[config.mk]
export PLATFORM = sky130hd
export DESIGN_NAME = master_rx_burst_engine
export DESIGN_NICKNAME = d
export VERILOG_FILES = /design/src/rtl/master_rx_burst_engine.sv
export SDC_FILE = /design/constraint.sdc
export NUM_CORES = 1
export LEC_CHECK = 0
export ABC_AREA = 1
export BUFFER_PORTS_ARGS = -buffer_cell sky130_fd_sc_hd__clkbuf_2
export CAP_MARGIN = 20
export CORE_MARGIN = 3
export CORE_UTILIZATION = 60
export DETAILED_ROUTE_END_ITERATION = 6
export MAX_ROUTING_LAYER = met4
export PLACE_DENSITY = 0.8
export SYNTH_ARGS = -nofsm -noshare
export SYNTH_HDL_FRONTEND = slang
export SYNTH_SLANG_ARGS = --single-unit
[constraint.sdc]
create_clock -name clk -period 3.1 [get_ports clk]
set_input_delay 0.31 -clock clk [delete_from_list [all_inputs] [get_ports clk]]
set_output_delay 0.31 -clock clk [all_outputs]
set_load 0.02 [all_outputs]
[src/rtl/master_rx_burst_engine.sv]
// Master-side serial receive engine: deserialises slave bit streams into words for a
// programmable-length burst and queues them in a small valid/ready output FIFO.
module master_rx_burst_engine #(
  parameter int DATA_WIDTH = 8,
  parameter int BURST_W    = 12,
  parameter int FIFO_DEPTH = 4,
  parameter bit MSB_FIRST  = 1'b0,
  parameter int TIMEOUT    = 255
) (
  input  logic                          clk,
  input  logic                          reset,
  input  logic                          start,
  input  logic [BURST_W-1:0]            burst_num,
  input  logic                          slave_valid,
  input  logic                          rx_data,
  output logic                          master_ready,
  output logic                          out_valid,
  output logic [DATA_WIDTH-1:0]         out_data,
  input  logic                          out_ready,
  output logic                          rx_done,
  output logic                          timeout_err,
  output logic                          busy,
  output logic [$clog2(FIFO_DEPTH):0]   fifo_level
);

  localparam int AW = $clog2(FIFO_DEPTH);
  localparam int LW = AW + 1;
  localparam int BW = $clog2(DATA_WIDTH);
  localparam int TW = $clog2(TIMEOUT + 1);

  typedef enum logic [1:0] {IDLE, HANDSHAKE, RECEIVE} state_t;

  state_t                  state_reg, state_next;
  logic [BURST_W-1:0]      burst_reg, word_cnt_reg;
  logic [BW-1:0]           bit_cnt_reg;
  logic [TW-1:0]           timeout_cnt_reg;
  logic [DATA_WIDTH-1:0]   shift_reg, shift_next, shift_base;
  logic                    rx_done_reg, timeout_err_reg;
  logic [LW-1:0]           level_reg;
  logic [AW-1:0]           wr_ptr_reg, rd_ptr_reg;
  logic [DATA_WIDTH-1:0]   mem [FIFO_DEPTH];

  logic          hs_fire, to_inc, to_expire, last_bit, burst_end, push, pop;
  logic [BW-1:0] bit_k, bit_pos;

  assign hs_fire   = (state_reg == HANDSHAKE) && master_ready && slave_valid;
  assign to_inc    = (state_reg == HANDSHAKE) && master_ready && !slave_valid;
  assign to_expire = to_inc && (timeout_cnt_reg == TW'(TIMEOUT - 1));
  assign last_bit  = (state_reg == RECEIVE) && (bit_cnt_reg == BW'(DATA_WIDTH - 1));
  assign burst_end = last_bit && (word_cnt_reg == burst_reg);
  assign push      = last_bit;
  assign pop       = out_valid && out_ready;

  // Serial bit k lands at k, or mirrored when MSB_FIRST; a handshake starts a fresh word.
  assign bit_k      = hs_fire ? '0 : bit_cnt_reg;
  assign bit_pos    = MSB_FIRST ? BW'(DATA_WIDTH - 1) - bit_k : bit_k;
  assign shift_base = hs_fire ? '0 : shift_reg;

  genvar gi;
  generate
    for (gi = 0; gi < DATA_WIDTH; gi++) begin : g_insert
      assign shift_next[gi] = (bit_pos == BW'(gi)) ? rx_data : shift_base[gi];
    end
  endgenerate

  always_comb begin
    state_next   = state_reg;
    master_ready = 1'b0;
    case (state_reg)
      IDLE: if (start) state_next = HANDSHAKE;
      HANDSHAKE: begin
        // The in-flight word's FIFO slot is reserved before the handshake is offered.
        master_ready = (level_reg < LW'(FIFO_DEPTH));
        if (master_ready && slave_valid) state_next = RECEIVE;
        else if (to_expire)              state_next = IDLE;
      end
      RECEIVE: if (last_bit) state_next = burst_end ? IDLE : HANDSHAKE;
      default: state_next = IDLE;
    endcase
  end

  always_ff @(posedge clk or posedge reset) begin
    if (reset) begin
      state_reg       <= IDLE;
      burst_reg       <= '0;
      word_cnt_reg    <= '0;
      bit_cnt_reg     <= '0;
      timeout_cnt_reg <= '0;
      shift_reg       <= '0;
      rx_done_reg     <= 1'b0;
      timeout_err_reg <= 1'b0;
      level_reg       <= '0;
      wr_ptr_reg      <= '0;
      rd_ptr_reg      <= '0;
    end else begin
      state_reg       <= state_next;
      rx_done_reg     <= burst_end;
      timeout_err_reg <= to_expire;
      if ((state_reg == IDLE) && start) begin
        burst_reg       <= burst_num;
        word_cnt_reg    <= '0;
        timeout_cnt_reg <= '0;
      end
      if (hs_fire) begin
        bit_cnt_reg     <= BW'(1);
        timeout_cnt_reg <= '0;
        shift_reg       <= shift_next;
      end else if (to_inc) begin
        timeout_cnt_reg <= to_expire ? '0 : timeout_cnt_reg + TW'(1);
      end
      if (state_reg == RECEIVE) begin
        shift_reg   <= shift_next;
        bit_cnt_reg <= last_bit ? '0 : bit_cnt_reg + BW'(1);
        if (last_bit && !burst_end) word_cnt_reg <= word_cnt_reg + BURST_W'(1);
      end
      if (push) wr_ptr_reg <= wr_ptr_reg + AW'(1);
      if (pop)  rd_ptr_reg <= rd_ptr_reg + AW'(1);
      if (push && !pop)      level_reg <= level_reg + LW'(1);
      else if (pop && !push) level_reg <= level_reg - LW'(1);
    end
  end

  always_ff @(posedge clk) begin
    if (push) mem[wr_ptr_reg] <= shift_next;
  end

  assign out_valid   = (level_reg != '0);
  assign out_data    = out_valid ? mem[rd_ptr_reg] : '0;
  assign fifo_level  = level_reg;
  assign rx_done     = rx_done_reg;
  assign timeout_err = timeout_err_reg;
  assign busy        = (state_reg != IDLE);

endmodule

# Yosys cells after proc, flatten, opt, wreduce, memory -nomap -nowiden

Memories as Yosys holds them, arrays and structs flattened.
Cells that the tools add are included.
Widths: inputs -> output; s select.

Word-level logic and storage cells: 93
Output and inout bits: 16
Bits in writable memories: 32
Input bits: 18
Memories: 1
Register bits: 54

Memory list:

| memory | words | width | rd ports | clocked after memory_dff | write ports | RTL line | RTL |
|---|---|---|---|---|---|---|---|
| mem    | 4     | 8     | 1        | 0                        | 1           | 41       | `logic [DATA_WIDTH-1:0] mem [FIFO_DEPTH];` |

Reduce and logical (&&, ||, !) cells: 24
Add/subtract/negate cells: 7
Multiplexer cells: 34
Equal/unequal tests: 15
Magnitude comparators: 1

Operator list:

| operator              | count |
|---|---|
| $mux 8                | 8 |
| $mux 12               | 3 |
| $mux 3                | 6 |
| $eq 3x3->1 const B    | 5 |
| $add 12x1->12 const B | 1 |
| $eq 12x12->1          | 1 |
| $logic_and 1x1->1     | 12 |
| $mux 1                | 12 |
| $add 8x1->8 const B   | 1 |
| $eq 8x8->1 const B    | 1 |
| $mux 2                | 4 |
| $add 3x1->3 const B   | 2 |
| $eq 3x2->1 const B    | 2 |
| $pmux 2 s3            | 1 |
| $reduce_bool 2->1     | 3 |
| $reduce_bool 3->1     | 2 |
| $add 2x1->2 const B   | 2 |
| $logic_not 1->1       | 4 |
| $ne 2x2->1 const B    | 2 |
| $eq 3x1->1 const B    | 1 |
| $logic_not 3->1       | 1 |
| $lt 3x3->1 const B    | 1 |
| $ne 3x2->1 const B    | 1 |
| $reduce_and 3->1      | 1 |
| other kinds (4)       | 4 |

# Depth between registers and ports, before layout

Gate-level depths: netlist of the first run.

Depth after elaboration: 9
Gate-level depth with buffers: 12
Depth with buffers taken out: 11

# Worst setup path before layout of the first run

OpenSTA, ideal clock, no wires.

Path kind: register to register
Start: reg bit_cnt_reg[1]
End: reg level_reg[1], in the netlist fifo_level[1]
Setup time: 0.125 ns
Setup slack: 0.866 ns
Data required time: 2.975 ns
Arrival time: 2.109 ns
Cell stages (with the launch flop): 10
Cell sequence: dfrtp_1 -> ha_1 -> ha_1 -> inv_1 -> nor2_4 -> buf_4 -> ha_1 -> inv_1 -> fa_1 -> mux2_2

Word-level cells in the longest chain between the ends: 5
Elaborated cells on any way between the ends: 7

Ends and longest elaborated chain:

| element                            | RTL line | RTL |
|---|---|---|
| from (decl)                        | 35       | `logic [BW-1:0] bit_cnt_reg;` |
| from (signal assigned)             | 113      | `bit_cnt_reg <= last_bit ? '0 : bit_cnt_reg + BW'(1);` |
| $eq 3x3->1 *                       | 49       | `assign last_bit = (state_reg == RECEIVE) && (bit_cnt_reg == BW'(DATA_WIDTH - 1));` |
| $logic_and 1x1->1 *                | 49       |  |
| net last_bit                       | 43       | `logic hs_fire, to_inc, to_expire, last_bit, burst_end, push, pop;` |
| $logic_not 1->1                    | 119      | `else if (pop && !push) level_reg <= level_reg - LW'(1);` |
| $logic_and 1x1->1                  | 119      |  |
| $reduce_bool 2->1 (no source line) | n/a      |  |
| to (signal assigned)               | 118      | `if (push && !pop) level_reg <= level_reg + LW'(1);` |
| to (signal assigned)               | 119      |  |
| to (decl)                          | 39       | `logic [LW-1:0] level_reg;` |

Mark *: on every way through the listed nets, which the timed path passes. The rest lies on a longest branch.
A chain may end at the register's enable or synchronous reset.

# Final worst setup path of the first run

Start: reg bit_cnt_reg[1]
End: reg level_reg[2], in the netlist fifo_level[2]

Word-level cells in the longest chain between the ends: 5
Elaborated cells on any way between the ends: 7

Ends and longest elaborated chain:

| element                            | RTL line |
|---|---|
| $eq 3x3->1 *                       | 49 |
| $logic_and 1x1->1 *                | 49 |
| $logic_not 1->1                    | 119 |
| $logic_and 1x1->1                  | 119 |
| $reduce_bool 2->1 (no source line) | n/a |

Mark *: on every way between the ends. The rest lies on a longest branch, timed or not.

==> results of run 1 <==
layout make-up:
type                            instances  area share
Sequential cell                        86       0.479
Clock buffer                            9      0.0257
Clock inverter                          7      0.0104
Tap cell                               96      0.0249
Timing Repair Buffer                   35      0.0373
Multi-Input combinational cell        366       0.379
Inverter                               57      0.0443
worst paths after layout:
check,to,cells after the start,slack (ns)
worst max-delay path,fifo_level[2]$_DFFE_PP0P_,11,0.58
worst min-delay path,fifo_level[1]$_DFFE_PP0P_,2,0.003
worst max register to register,fifo_level[2]$_DFFE_PP0P_,11,0.58
worst min register to register,shift_reg[7]$_DFFE_PP0P_,2,0.49
max in group asynchronous,word_cnt_reg[11]$_DFF_PP0_,3,2.46
min in group clk,burst_reg[3]$_DFFE_PP0P_,3,0.15
cells in the mapped netlist (all sizes together):
master and count:
ha 10, dfrtp 54, xnor2 6, o21ai 34
buf 9, nand4 9, nand3b 1, mux2 1
fa 1, nor2 81, a21oi 13, clkinv 1
nand3 40, nand2 144, nor3 4, a41oi 1
edfxtp 32, clkbuf 1, or2 1, inv 56
xor2 11, and2 8, nor3b 1
per-layer routing:
metal	part of all wire	vias up	wire length, µm	global-route usage
met3	0.069	16	613	0.0500
met1	0.47	1625	4160	0.327
met5	0	-	0	-
met2	0.45	122	4010	0.346
met4	0.017	0	154	0.0829
li1	-	1735	-	-
power by group through the flow:
| stage | sequential, mW | combinational (mW) | clock (mW) |
|---|---|---|---|
| floorplan | 1.66 | 1.24 | 0 |
| global placement | 1.71 | 1.62 | 0 |
| detailed placement | 1.72 | 1.66 | 0 |
| CTS | 1.70 | 1.67 | 0.723 |
| global route | 1.74 | 1.88 | 0.768 |
| finish | 1.70 | 1.66 | 0.716 |
cell families (layout without fill, tap and decap cells):
family / count (synthesis) / in the layout
fa+ha+maj: 11 / 11
flops: 86 / 86
buf+inv: 67 / 108
simple gates: 289 / 289
xor+xnor: 17 / 17
compound gates: 48 / 48
mux: 1 / 1
==> metrics.txt, run 1 <==
result of the run=finished clean; share of total power in combinational logic=0.407; Worst-Margin Slew=0.904 ns; number of nets produced by synthesis=548; DRC violations left=0; post-route setup slack=0.584 ns; remaining number of nets flagged by the antenna check after routing=0; # port buffers=33; cell area reported after detailed placement=4650 µm²; grt ovf=0; Hold Slack=0.00298 ns; Clock Pin Slew Worst Setup and Hold Paths=0.09 ns; worst hold path class=input pin to asynchronous set/reset pin; Antenna diodes=0; number of warnings reported in the yosys synthesis log=0; number of top-level pins=34; combinational family with the most area after synthesis=simple AND/OR/NAND/NOR gates; number of flip-flops under the largest register name=32; Final period util=0.811; row count=30; Reg area=2310 µm²; launch instance of the worst register-to-register path=bit_cnt_reg[1]$_DFFE_PP0P_; vias in the first global route=3263; required time reported for the critical path endpoint=3.39 ns; wire length of the first global-routing pass=15.3 mm; critical path launch point type=flop; Synth area leader=sky130_fd_sc_hd__dfrtp_1; Seq/Total Area, Yosys=0.524; net switching share of the total power=0.436; Internal Power=2.30 mW; placed instance count=640; Core Util, Final=0.695; Critical Path AT=2.80 ns; post-synthesis compound-gate area fraction=0.0579; half-perimeter wire length after detailed placement=6.44 mm; H-tree levels=3; RSZ-0062 raised after global routing=false; Post-Layout Inst Area=4830 µm²; number of antenna violations at the first check in global routing=0; proportion of layout cells with a drive suffix above 1=0.134; combined area of the multi-input logic cells=1830 µm²; reported net switching power=1.78 mW; # fillers=557; most common cell after layout, fill and taps aside=sky130_fd_sc_hd__nand2_1; cell-by-cell listing of the critical path=ha_1 -> ha_1 -> inv_1 -> nor2_4 -> ha_1 -> inv_1 -> fa_1 -> nor2_1 -> nor2_1 -> nand2_1 -> xor2_1; worst setup path class=flop to flop; Power Density=845 nW/µm²; Worst-Skew Late Latency=0.36 ns; Routability Congestion=0.835; kind of cell with the highest combined delay on the critical path=adder cells; Final Total Pwr=4.08 mW; via count normalized by instance count=5.33; basic-gate share of the synthesized area counting and, or, nand and nor cells=0.287; critical path peak fanout=18; largest stage delay on the critical path=0.51 ns; mean instance size in the synthesized netlist=8.50 µm²; area of the die=8420 µm²; number of instances in the synthesized netlist=519; post-detailed-routing wire length=8.93 mm; adder and majority cell fraction of the synthesized area=0.0329; share of power burned in registers=0.418; post-CTS repair timing setup buffer count=0; net total in the final layout=584; pin count of the biggest net entering global routing=33; critical path's slowest cell=sky130_fd_sc_hd__dfrtp_1; post-layout minimum cycle time=2.52 ns; worst slack at placement=0.613 ns; area of the core region=6940 µm²; clock power share=0.175; register bit count reported by yosys=86; via count of the routed design=3498; routed length per placed instance=13.6 µm; buffers and inverters on the worst path=2; buffer cell driving the clock tree root=sky130_fd_sc_hd__clkbuf_8; Finish-stage setup viols=0; clock net sink count=86; Max Clk Rate=398 MHz; worst clock skew=0.0104 ns; Layout Area Growth over Synthesis=9.44%; number of cells in the finished layout apart from fillers=656; number of maximum-capacitance violations=0; Worst setup startpoint=bit_cnt_reg[1]$_DFFE_PP0P_; top post-synthesis cells by area=sky130_fd_sc_hd__dfrtp_1 31%, sky130_fd_sc_hd__edfxtp_1 22%, sky130_fd_sc_hd__nand2_1 12%; count of instances resized after the clock tree is built=0; peak supply drop=0.000488 V; Top cell by count, worst path=sky130_fd_sc_hd__ha_1; final hold violation count=0; clock tree from TritonCTS=built; die span in y=91.8 µm; most frequent cells in the layout=138 x sky130_fd_sc_hd__nand2_1, 75 x sky130_fd_sc_hd__nor2_1, 54 x sky130_fd_sc_hd__dfrtp_1, 50 x sky130_fd_sc_hd__inv_1, 38 x sky130_fd_sc_hd__nand3_1; distinct cell type count of the synthesized netlist=33; 1st-iter DRT viols=264; Fin Setup TNS=0 ns; share of the synthesized netlist area taken by xor and xnor gates=0.0337; area share of the largest cell type after synthesis=0.306; # hold bufs at CTS=0; Initial Util=0.635; length of the first detailed-routing pass in iterations=5; die width=91.8 µm; overall global routing resource usage=0.235; crit path capture type=flop; final number of max-transition violations=0; relative slew slack=0.397; number of buffers between clock root and the deepest sink=2; multiplexer area fraction after synthesis=0.00255; static leakage power=2.23 nW; Syn Std Cell Area=4410 µm²; TritonCTS Buffers=9
Note: power is estimated with default switching activity, not from simulation.
==> run 2, diff against run 1 <==
- clock period: 3.1 -> 2.4 ns (I/O delays scaled with it)
==> metrics.txt, run 2 (synthesis results as in run 1) <==
share of power burned in registers=0.420; wire length of the first global-routing pass=15.4 mm; area of the die=8420 µm²; Critical Path AT=1.95 ns; row count=30; Worst-Skew Late Latency=0.36 ns; relative slew slack=0.542; length of the first detailed-routing pass in iterations=5; final number of max-transition violations=0; Internal Power=3.00 mW; proportion of layout cells with a drive suffix above 1=0.143; peak supply drop=0.000778 V; post-route setup slack=0.214 ns; net switching share of the total power=0.430; number of flip-flops under the largest register name=32; pin count of the biggest net entering global routing=55; placed instance count=647; Initial Util=0.635; crit path capture type=output pin; result of the run=finished clean; RSZ-0062 raised after global routing=false; most common cell after layout, fill and taps aside=sky130_fd_sc_hd__nand2_1; Fin Setup TNS=0 ns; via count normalized by instance count=5.18; Power Density=1080 nW/µm²; largest stage delay on the critical path=0.75 ns; critical path peak fanout=19; critical path's slowest cell=sky130_fd_sc_hd__dfrtp_1; reported net switching power=2.26 mW; cell-by-cell listing of the critical path=inv_2 -> o21ai_0 -> a21oi_1 -> clkbuf_2; number of buffers between clock root and the deepest sink=2; via count of the routed design=3437; worst clock skew=0.00790 ns; # hold bufs at CTS=0; 1st-iter DRT viols=241; grt ovf=0; number of antenna violations at the first check in global routing=0; die width=91.8 µm; remaining number of nets flagged by the antenna check after routing=0; Antenna diodes=0; area of the core region=6940 µm²; count of instances resized after the clock tree is built=0; clock net sink count=86; overall global routing resource usage=0.235; worst hold path class=input pin to asynchronous set/reset pin; clock tree from TritonCTS=built; clock power share=0.174; post-CTS repair timing setup buffer count=0; worst slack at placement=0.241 ns; # port buffers=33; Layout Area Growth over Synthesis=10.6%; buffer cell driving the clock tree root=sky130_fd_sc_hd__clkbuf_8; routed length per placed instance=13.4 µm; Worst-Margin Slew=0.687 ns; Final period util=0.911; number of maximum-capacitance violations=0; most frequent cells in the layout=138 x sky130_fd_sc_hd__nand2_1, 75 x sky130_fd_sc_hd__nor2_1, 54 x sky130_fd_sc_hd__dfrtp_1, 50 x sky130_fd_sc_hd__inv_1, 38 x sky130_fd_sc_hd__nand3_1; DRC violations left=0; TritonCTS Buffers=9; post-detailed-routing wire length=8.87 mm; required time reported for the critical path endpoint=2.16 ns; worst setup path class=flop to output pin; Max Clk Rate=457 MHz; share of total power in combinational logic=0.407; half-perimeter wire length after detailed placement=6.37 mm; H-tree levels=3; die span in y=91.8 µm; length in cells of the worst reg-to-reg path=8; critical path launch point type=flop; final hold violation count=0; Finish-stage setup viols=0; number of top-level pins=34; vias in the first global route=3292; net total in the final layout=591; number of cells in the finished layout apart from fillers=663; Routability Congestion=0.834; Clock Pin Slew Worst Setup and Hold Paths=0.09 ns; post-layout minimum cycle time=2.19 ns; static leakage power=2.26 nW
run 2: cell types whose count changed in the layout (fill, tap and decap cells not counted):
cell,delta
sky130_fd_sc_hd__buf_4,+7
sky130_fd_sc_hd__clkinv_2,-2
sky130_fd_sc_hd__clkinvlp_4,+2
sky130_fd_sc_hd__clkinv_1,+1
sky130_fd_sc_hd__clkinv_4,-1
run 2: power by group through the flow:
| stage | combinational (mW) | clock [mW] | sequential [mW] |
|---|---|---|---|
| floorplan | 1.60 | 0 | 2.15 |
| global placement | 2.07 | 0 | 2.21 |
| detailed placement | 2.14 | 0 | 2.23 |
| CTS | 2.15 | 0.924 | 2.20 |
| global route | 2.42 | 1.00 | 2.25 |
| finish | 2.14 | 0.913 | 2.21 |
run 2: layout make-up:
type | count | area, µm²
multi-input cells | 366 | 1830
clock buffers | 9 | 124
fillers | 552 | 2060
inverters | 57 | 214
flip-flops and latches | 86 | 2310
repair buffers | 42 | 233
well taps | 96 | 120
clock inverters | 7 | 50.0
run 2: routing by layer:
layer / part of all wire / track usage
met1: 0.46 / 0.331
met2: 0.46 / 0.350
met3: 0.068 / 0.0468
met4: 0.014 / 0.0656
met5: 0 / -
run 2: stage by stage:
| stage | hold WS, ns | total power [mW] | instance area, µm² | utilization |
|---|---|---|---|---|
| 2_1_floorplan | 0.350 | 3.75 | 4410 | - |
| 3_3_place_gp | 0.436 | 4.29 | 4710 | 0.678 |
| 3_5_place_dp | 0.442 | 4.37 | 4710 | 0.678 |
| 4_1_cts | 0.0659 | 5.28 | 4880 | 0.703 |
| 5_1_grt | 0.0688 | 5.68 | 4880 | 0.703 |
| 6_report | 0.0386 | 5.26 | 4880 | 0.703 |
run 2: worst paths after layout:
kind                                                  from                              to  slack [ns]
worst max-delay path             rd_ptr_reg[0]$_DFFE_PP0P_                     out_data[3]        0.21
worst min-delay path                                 reset  timeout_cnt_reg[4]$_DFFE_PP0P_        0.04
worst max register to register  bit_cnt_reg[1]$_DFFE_PP0P_       fifo_level[1]$_DFFE_PP0P_        0.22
worst min register to register    shift_reg[1]$_DFFE_PP0P_        shift_reg[1]$_DFFE_PP0P_        0.49
max in group asynchronous                            reset       fifo_level[0]$_DFFE_PP0P_        1.90
min in group clk                              burst_num[3]        burst_reg[3]$_DFFE_PP0P_        0.07
run 2: critical path, delay by kind of cell, from the launching register on:
| kind | cells | cell delay [ns] |
|---|---|---|
| AOI/OAI and AO/OA | 2 | 0.42 |
| DFF | 1 | 0.75 |
| buffers and inverters | 2 | 0.42 |
==> run 3, diff against run 2 <==
- PLACE_DENSITY: 0.8 -> 0.87
==> metrics.txt, run 3 (synthesis results as in run 1) <==
post-CTS repair timing setup buffer count=0; peak supply drop=0.000653 V; static leakage power=2.30 nW; via count normalized by instance count=5.36; net total in the final layout=592; RSZ-0062 raised after global routing=false; # port buffers=33; hold path cells=3; Routability Congestion=0.854; global routing met3 resource utilization=0.0517; length in cells of the worst reg-to-reg path=11; Worst-Skew Late Latency=0.36 ns; clock tree from TritonCTS=built; result of the run=finished clean; overall global routing resource usage=0.238; length of the first detailed-routing pass in iterations=4; die span in y=91.8 µm; proportion of layout cells with a drive suffix above 1=0.144; number of flip-flops under the largest register name=32; launch instance of the worst register-to-register path=bit_cnt_reg[1]$_DFFE_PP0P_; Finish-stage setup viols=0; setup slack of the most critical reg-to-reg path=0.21 ns; Critical Path AT=2.48 ns; worst slack at placement=0.228 ns; required time reported for the critical path endpoint=2.68 ns; routing layer with the top usage in global route=met2; final number of max-transition violations=0; area of the die=8420 µm²; placed instance count=647; start point of the worst hold path=burst_num[7]; worst clock skew=0.0103 ns; final hold violation count=0; Final period util=0.914; met2 Track Usage GR=0.379; grt ovf=0; most common cell after layout, fill and taps aside=sky130_fd_sc_hd__nand2_1; Core Util, Final=0.710; Max Clk Rate=456 MHz; number of top-level pins=34; Worst-Margin Slew=0.628 ns; pin count of the biggest net entering global routing=31; crit path capture type=flop; number of maximum-capacitance violations=0; die width=91.8 µm; number of buffers between clock root and the deepest sink=2; wire length of the first global-routing pass=15.6 mm; H-tree levels=3; 1st-iter DRT viols=243; area of the core region=6940 µm²; TritonCTS Buffers=9; number of antenna violations at the first check in global routing=0; row count=30; Clock Pin Slew Worst Setup and Hold Paths=0.10 ns; worst reg2reg path endpoint=fifo_level[2]$_DFFE_PP0P_; vias in the first global route=3483; remaining number of nets flagged by the antenna check after routing=0; DRC violations left=0; Power Density=1100 nW/µm²; critical path peak fanout=7; Antenna diodes=0; met1 track demand over resource in global routing=0.303; post-layout minimum cycle time=2.19 ns; post-route setup slack=0.206 ns; post-detailed-routing wire length=9.08 mm; via count of the routed design=3558; routed length per placed instance=13.7 µm; half-perimeter wire length after detailed placement=6.55 mm; Final Total Pwr=5.43 mW; Fin Setup TNS=0 ns; relative slew slack=0.582; most frequent cells in the layout=138 x sky130_fd_sc_hd__nand2_1, 75 x sky130_fd_sc_hd__nor2_1, 54 x sky130_fd_sc_hd__dfrtp_1, 50 x sky130_fd_sc_hd__inv_1, 38 x sky130_fd_sc_hd__nand3_1; Initial Util=0.635; worst setup path class=flop to flop; buffer cell driving the clock tree root=sky130_fd_sc_hd__clkbuf_8; clock net sink count=86; worst hold endpoint=burst_reg[7]$_DFFE_PP0P_; Layout Area Growth over Synthesis=11.7%; worst hold path class=input pin to flop; critical path launch point type=flop; number of cells in the finished layout apart from fillers=664
## run 3: cell types whose count changed in the layout (fill, tap and decap cells not counted), sizes merged
cell	change
inv	+3
clkinv	-1
bufinv	+1
dlygate4sd3	+1
clkinvlp	-3
## run 3: how the worst max path moves through the flow
stage	from	cells after the start	slack, ns	end
6_report	bit_cnt_reg[1]$_DFFE_PP0P_	11	0.21	fifo_level[2]$_DFFE_PP0P_
5_1_grt	bit_cnt_reg[1]$_DFFE_PP0P_	11	0.03	fifo_level[2]$_DFFE_PP0P_
4_1_cts	bit_cnt_reg[1]$_DFFE_PP0P_	11	0.20	fifo_level[2]$_DFFE_PP0P_
3_5_place_dp	bit_cnt_reg[1]$_DFFE_PP0P_	8	0.23	fifo_level[1]$_DFFE_PP0P_
3_3_place_gp	bit_cnt_reg[1]$_DFFE_PP0P_	8	0.32	fifo_level[1]$_DFFE_PP0P_
2_1_floorplan	bit_cnt_reg[1]$_DFFE_PP0P_	9	0.17	fifo_level[1]$_DFFE_PP0P_
## run 3: final cells by class
| type | count | area, µm² |
|---|---|---|
| Sequential cell | 86 | 2310 |
| Fill cell | 511 | 2020 |
| Multi-Input combinational cell | 366 | 1830 |
| Timing Repair Buffer | 43 | 243 |
| Inverter | 57 | 214 |
| Clock buffer | 9 | 124 |
| Tap cell | 96 | 120 |
| Clock inverter | 7 | 87.6 |
## run 3: through the flow
stage          hold WS, ns  instance area, µm²
5_1_grt             0.0778                4930
3_5_place_dp         0.235                4710
3_3_place_gp         0.232                4710
6_report            0.0666                4930
4_1_cts             0.0652                4930
2_1_floorplan        0.350                4410
## run 3: timing repair
item                                   in CTS  in global routing
hold buffers                                1                  0
endpoints found under the hold margin      17                  0
resized for setup                           0                  0
## run 3: worst max-delay path, cell delays in order (launching register included)
cell	delay [ns]
sky130_fd_sc_hd__dfrtp_1	0.50
sky130_fd_sc_hd__ha_1	0.21
sky130_fd_sc_hd__ha_1	0.15
sky130_fd_sc_hd__inv_1	0.10
sky130_fd_sc_hd__nor2_4	0.14
sky130_fd_sc_hd__ha_1	0.15
sky130_fd_sc_hd__inv_1	0.07
sky130_fd_sc_hd__fa_1	0.40
sky130_fd_sc_hd__nor2_1	0.12
sky130_fd_sc_hd__nor2_1	0.05
sky130_fd_sc_hd__nand2_1	0.07
sky130_fd_sc_hd__xor2_1	0.16
## run 3: power by group
group          switching, mW  leakage, nW  internal, mW
logic                   1.43         1.20         0.704
clock network          0.577        0.102         0.506
registers              0.308        0.999          1.91
total                   2.32         2.30          3.12
## run 3: layer usage
| metal | routed length, µm | vias up |
|---|---|---|
| met5 | 0 | - |
| met4 | 142 | 0 |
| met3 | 599 | 18 |
| met2 | 4350 | 136 |
| met1 | 3990 | 1653 |
| li1 | - | 1751 |
